--- config.mk ---
export PLATFORM = sky130hd
export DESIGN_NAME = mem_dbus_ctrl
export DESIGN_NICKNAME = d
export VERILOG_FILES = /design/src/rtl/mem_dbus_ctrl.sv
export SDC_FILE = /design/constraint.sdc
export NUM_CORES = 1
export LEC_CHECK = 0
export CORE_AREA = 5 5 155 157
export CTS_BUF_LIST = sky130_fd_sc_hd__clkbuf_8 sky130_fd_sc_hd__clkbuf_16
export CTS_CLUSTER_SIZE = 8
export DETAILED_ROUTE_END_ITERATION = 6
export DIE_AREA = 0 0 160 162
export DONT_BUFFER_PORTS = 1
export PLACE_DENSITY = 0.65
export REMOVE_ABC_BUFFERS = 1
export SLEW_MARGIN = 10
export SYNTH_ARGS = -nofsm -noshare
export SYNTH_HDL_FRONTEND = slang
export SYNTH_SLANG_ARGS = --single-unit
--- constraint.sdc ---
create_clock -name clk -period 5.55 [get_ports clk]
set_clock_uncertainty 0.15 [all_clocks]
set_input_delay 1.11 -clock clk [delete_from_list [all_inputs] [get_ports clk]]
set_output_delay 1.11 -clock clk [all_outputs]
set_load 0.02 [all_outputs]
--- src/rtl/mem_dbus_ctrl.sv ---
// rtl/mem_dbus_ctrl.sv - MEM-stage data-bus initiator: issues EX/MEM loads/stores
// over dreq/dresp, produces the dwait stall and returns aligned, extended load data.
module mem_dbus_ctrl #(
  parameter int XLEN = 64
) (
  input  logic            clk,
  input  logic            reset,
  input  logic            req_valid,
  input  logic            req_is_store,
  input  logic [1:0]      req_size,
  input  logic            req_unsigned,
  input  logic [XLEN-1:0] req_addr,
  input  logic [XLEN-1:0] req_wdata,
  output logic            dreq_valid,
  output logic [XLEN-1:0] dreq_addr,
  output logic [2:0]      dreq_size,
  output logic [7:0]      dreq_strobe,
  output logic [XLEN-1:0] dreq_data,
  input  logic            dresp_addr_ok,
  input  logic            dresp_data_ok,
  input  logic [XLEN-1:0] dresp_data,
  output logic            dwait,
  output logic            done,
  output logic [XLEN-1:0] load_data,
  output logic            misaligned
);

  localparam logic [1:0] IDLE = 2'd0;
  localparam logic [1:0] REQ  = 2'd1;
  localparam logic [1:0] WAIT = 2'd2;
  localparam logic [1:0] DONE = 2'd3;

  logic [1:0]      state;
  logic [XLEN-1:0] lat_addr;
  logic [1:0]      lat_size;
  logic            lat_unsigned;
  logic            lat_store;
  logic [7:0]      lat_strobe;
  logic [XLEN-1:0] lat_wdata;

  logic            accept;
  logic [7:0]      strobe_next;
  logic [XLEN-1:0] wdata_next;
  logic [XLEN-1:0] rd_shifted;
  logic [XLEN-1:0] rd_extended;
  logic [XLEN-1:0] capture;

  assign misaligned = req_valid &
                      (((req_size == 2'd1) & req_addr[0]) |
                       ((req_size == 2'd2) & (|req_addr[1:0])) |
                       ((req_size == 2'd3) & (|req_addr[2:0])));

  assign accept = req_valid & ~misaligned;

  always_comb begin
    strobe_next = 8'h00;
    case (req_size)
      2'd0: strobe_next = 8'h01 << req_addr[2:0];
      2'd1: strobe_next = 8'h03 << {req_addr[2:1], 1'b0};
      2'd2: strobe_next = 8'h0F << {req_addr[2], 2'b00};
      2'd3: strobe_next = 8'hFF;
      default: strobe_next = 8'h00;
    endcase
  end

  assign wdata_next = req_wdata << {req_addr[2:0], 3'b000};

  // Load lane select and extension work off the latched request, not the live inputs.
  assign rd_shifted = dresp_data >> {lat_addr[2:0], 3'b000};

  always_comb begin
    rd_extended = '0;
    case (lat_size)
      2'd0: rd_extended = lat_unsigned ? {56'd0, rd_shifted[7:0]}
                                       : {{56{rd_shifted[7]}}, rd_shifted[7:0]};
      2'd1: rd_extended = lat_unsigned ? {48'd0, rd_shifted[15:0]}
                                       : {{48{rd_shifted[15]}}, rd_shifted[15:0]};
      2'd2: rd_extended = lat_unsigned ? {32'd0, rd_shifted[31:0]}
                                       : {{32{rd_shifted[31]}}, rd_shifted[31:0]};
      2'd3: rd_extended = rd_shifted;
      default: rd_extended = '0;
    endcase
  end

  assign capture = lat_store ? '0 : rd_extended;

  always_ff @(posedge clk) begin
    if (reset) begin
      state        <= IDLE;
      lat_addr     <= '0;
      lat_size     <= '0;
      lat_unsigned <= 1'b0;
      lat_store    <= 1'b0;
      lat_strobe   <= '0;
      lat_wdata    <= '0;
      load_data    <= '0;
    end else begin
      case (state)
        IDLE: begin
          if (accept) begin
            lat_addr     <= req_addr;
            lat_size     <= req_size;
            lat_unsigned <= req_unsigned;
            lat_store    <= req_is_store;
            lat_strobe   <= req_is_store ? strobe_next : 8'h00;
            lat_wdata    <= wdata_next;
            state        <= REQ;
          end
        end
        REQ: begin
          if (dresp_addr_ok) begin
            if (dresp_data_ok) begin
              load_data <= capture;
              state     <= DONE;
            end else begin
              state <= WAIT;
            end
          end
        end
        WAIT: begin
          if (dresp_data_ok) begin
            load_data <= capture;
            state     <= DONE;
          end
        end
        // req_valid still shows the completing instruction here, so never re-issue from DONE.
        DONE: state <= IDLE;
        default: state <= IDLE;
      endcase
    end
  end

  assign dreq_valid  = (state == REQ);
  assign dreq_addr   = lat_addr;
  assign dreq_size   = {1'b0, lat_size};
  assign dreq_strobe = lat_strobe;
  assign dreq_data   = lat_wdata;
  assign done        = (state == DONE);
  assign dwait       = ((state == IDLE) & accept) | (state == REQ) | (state == WAIT);

endmodule

==> results.sh <==
export IMPL_cp_required_ns=5.77
export IMPL_setup_viol=0
export IMPL_power_switching_share_pct=34.3
export IMPL_detail_route_wirelength_mm=34.9
export IMPL_port_buffer_count=0
export IMPL_timing_critical_path_from="dreq_addr[1]"
export IMPL_placement_setup_worst_slack_ns=1.97
export IMPL_clkPwrFrac_pct=34.3
export IMPL_status="finished, final reports clean"
export IMPL_grt_pass1_wl_mm=52.4
export IMPL_ff_latch_area_um2=4130
export IMPL_comb_power_share_pct=19.7
export IMPL_netlist_area_leader_share_pct=38.5
export IMPL_synth_cells=1240
export IMPL_place_hpwl_mm=24.1
export IMPL_clkTransAtPathRegs_ns=0.06
export IMPL_path_class="reg -> reg"
export IMPL_dp_cells=1420
export IMPL_critical_path_slowest_cell="and2_1"
export IMPL_power_ir_vdd_worst_mv=0.227
export IMPL_cts_buffers=29
export IMPL_design_die_area_um2=25900
export IMPL_slowest_delay_ns=0.91
export IMPL_cpMostUsedCell="buf_4"
export IMPL_seq_power_share_pct=46.0
export IMPL_coreArea_um2=22400
export IMPL_antenna_found_initial=2
export IMPL_hold_buffers=0
export IMPL_p_sw_w=0.00153
export IMPL_cp_depth=7
export IMPL_maximum_number_of_pins_on_one_net_before_global_route_repair=156
export IMPL_floorplan_initialDensity_pct=47.9
export IMPL_crit_family="simple AND/OR/NAND/NOR gates"
export IMPL_place_gp_congestion=0.894
export IMPL_detail_route_first_pass_iterations=5
export IMPL_critical_path_buf_inv_count=2
export IMPL_synth_cell_area_um2=10700
export IMPL_postSynth_asyncResetShare_pct=0
export IMPL_drc=0
export IMPL_finalNonFillerCells=1453
export IMPL_synth_seq_cells=206
export IMPL_ys_warn_count=0
export IMPL_period_needed_ns=3.65
export IMPL_synth_edf_count=0
export IMPL_crit_path_end_kind="register"
export IMPL_combined_area_of_the_multi_input_logic_cells_um2=6050
export IMPL_nets=1371
export IMPL_area_delta_synth_final_pct=6.73
export IMPL_layout_filler_cells=2108
export IMPL_report_final_hold_viol_count=0
export IMPL_cts_resized=0
export IMPL_detailedRoute_firstIterationViolations=870
export IMPL_synth_flop_cell="dfxtp_1"
export IMPL_timing_hold_worst_class="reg -> reg"
export IMPL_max_slew_worst_pin_slew_ns=1.19
export IMPL_synthesis_area_per_instance_um2=8.63
export IMPL_drv_cap=0
export IMPL_ant_nets=0
export IMPL_post_cts_buffers=0
export IMPL_first_global_vias=8799
export IMPL_cts_sinks=206
export IMPL_post_route_worst_setup_slack_ns=1.90
export IMPL_cts_htree_levels=1
export IMPL_worstPathCellList="buf_4, mux2i_1, a2bb2oi_1, a41oi_2, buf_4, and2_1, a21oi_1"
export IMPL_clk_lat_worst_skew_ns=0.53
export IMPL_cellPowerDensity_nw_per_um2=391
export IMPL_vias=9333
export IMPL_hold_start="lat_size[1]"
export IMPL_vias_per_cell=6.42
export IMPL_synthTopCellsByArea="dfxtp_1 (39%), mux4_2 (8.6%), a21oi_1 (8.6%)"
export IMPL_synth_seq_area_share_pct=38.5
export IMPL_synth_top_area_cell="dfxtp_1"
export IMPL_cts_path_max_buffers=3
export IMPL_worstRegToRegCells=7
export IMPL_post_route_cells_drive_above_1_share_pct=10.5
export IMPL_placement_rows=55
export IMPL_clk_root_buffer_cell="clkbuf_16"
export IMPL_p_int_w=0.00294
export IMPL_fin_tns_setup_ns=0
export IMPL_cp_data_arrival_time_ns=3.87
export IMPL_routedWlPerCell_um=24.0
export IMPL_slew_headroom_pct=20.3
export IMPL_timing_rr_start="dreq_addr[1]"
export IMPL_gr_usage_all_layers_pct=25.0
export IMPL_r2r_setup_slack_ns=1.90
export IMPL_die_height_um=162
export IMPL_p_leak_nw=3.91
export IMPL_io_pins=408
export IMPL_post_route_period_util_pct=65.8
export IMPL_rsz_0062_raised_after_global_routing="no"
export IMPL_finalMaxSlewViolations=0
export IMPL_yosysUniqueCellTypes=56
export IMPL_grt_ovfl_total=0
export IMPL_worstHoldPathCells=2
export IMPL_setup_worst_path_start_class="register"
export IMPL_die_width_um=160
export IMPL_cts_tree="done"
export IMPL_timing_fmax_mhz=274
export IMPL_worstPathMaxFanout=36
[registers in the layout, indices dropped and copies added, names as in the netlist]
register	flops
load_data	64
dreq_addr	64
dreq_strobe	8
lat_store	1
state	2
dreq_data	64
lat_unsigned	1
lat_size	2
[final timing paths]
path,endpoint
hold reg to reg,lat_size[1]
setup reg to reg,load_data[45]
hold / removal,lat_size[1]
setup / recovery,load_data[45]
[cell families (layout without fill, tap and decap cells)]
kind of cell | after synthesis | after routing | share of synthesized area, %
fa+ha+maj | 4 | 4 | 0.468
other cells | 1 | 3 | 0.0350
flops | 206 | 206 | 38.5
buf+inv | 126 | 52 | 5.32
compound gates | 367 | 367 | 21.5
simple gates | 390 | 390 | 15.4
mux | 146 | 146 | 18.8
[metal layers]
layer  wire length (um)  GRT usage, %  vias up
li1                   -             -     4343
met1              12800          30.2     4367
met2              16200          40.0      529
met3               4300          9.67       94
met4               1580          10.6        0
met5                  0             0        -
[cell usage after synthesis (all sizes together), types with 2 or more instances]
library cell,instances
o211ai,4
ha,4
nor2b,10
a21o,4
o21ai,39
nand2b,3
a221oi,15
nand2,191
and2,12
a211oi,27
buf,51
a22oi,24
and3,2
clkbuf,66
or3,3
mux4,41
mux2i,77
a21oi,184
nor3,28
nand4,2
nor4,8
o311ai,5
nor2,105
a2bb2oi,10
inv,8
a22o,32
a31oi,6
dfxtp,206
mux2,28
o21a,2
nand3b,2
nand3,19
o31ai,6
[power groups by stage]
stage | Sequential (W) | Combinational (W) | Clock (W)
finish | 0.00206 | 0.000881 | 0.00153
global route | 0.00208 | 0.000981 | 0.00164
CTS | 0.00206 | 0.000877 | 0.00157
detailed placement | 0.00209 | 0.000873 | 0
global placement | 0.00209 | 0.000857 | 0
floorplan | 0.00203 | 0.000673 | 0
[per-stage QoR]
stage / utilization [%] / area, um2 / total power, W / hold slack, ns
after floorplan: - / 10200 / 0.00270 / 0.294
after global placement: 47.7 / 10700 / 0.00294 / 0.293
after detailed placement: 47.7 / 10700 / 0.00296 / 0.306
after CTS: 51.1 / 11400 / 0.00451 / 0.313
after global routing: 51.1 / 11400 / 0.00469 / 0.346
final: 51.1 / 11400 / 0.00447 / 0.312
[placed cells by master (no fill, tap or decap), types with 10 or more instances in the layout]
| master | netlist | layout |
|---|---|---|
| mux4_2 | 41 | 41 |
| nand3_1 | 19 | 19 |
| a2bb2oi_1 | 10 | 10 |
| a221oi_1 | 15 | 15 |
| o21ai_0 | 37 | 37 |
| nor2b_1 | 10 | 10 |
| mux2_2 | 28 | 28 |
| nor2_1 | 105 | 105 |
| dfxtp_1 | 206 | 203 |
| a211oi_1 | 27 | 27 |
| a22oi_1 | 24 | 24 |
| a21oi_1 | 184 | 183 |
| and2_1 | 12 | 12 |
| nor3_1 | 28 | 28 |
| clkbuf_16 | 0 | 29 |
| a22o_1 | 32 | 32 |
| nand2_1 | 191 | 191 |
| mux2i_1 | 77 | 77 |
| buf_4 | 6 | 11 |
[tightest hold or removal path, stage by stage (launching register included)]
cell	delay, ns
dfxtp_1	0.31
nand2_1	0.05
a21oi_1	0.05
[final cells by class]
class	instances	area share [%]
antenna	2	0.0438
clock buffer	30	6.47
clock inverter	1	0.0767
inverter	9	0.296
multi-input combinational	908	53.0
sequential	206	36.1
tap	285	3.12
timing repair buffer	12	0.898
(Power assumes the default switching activity.)
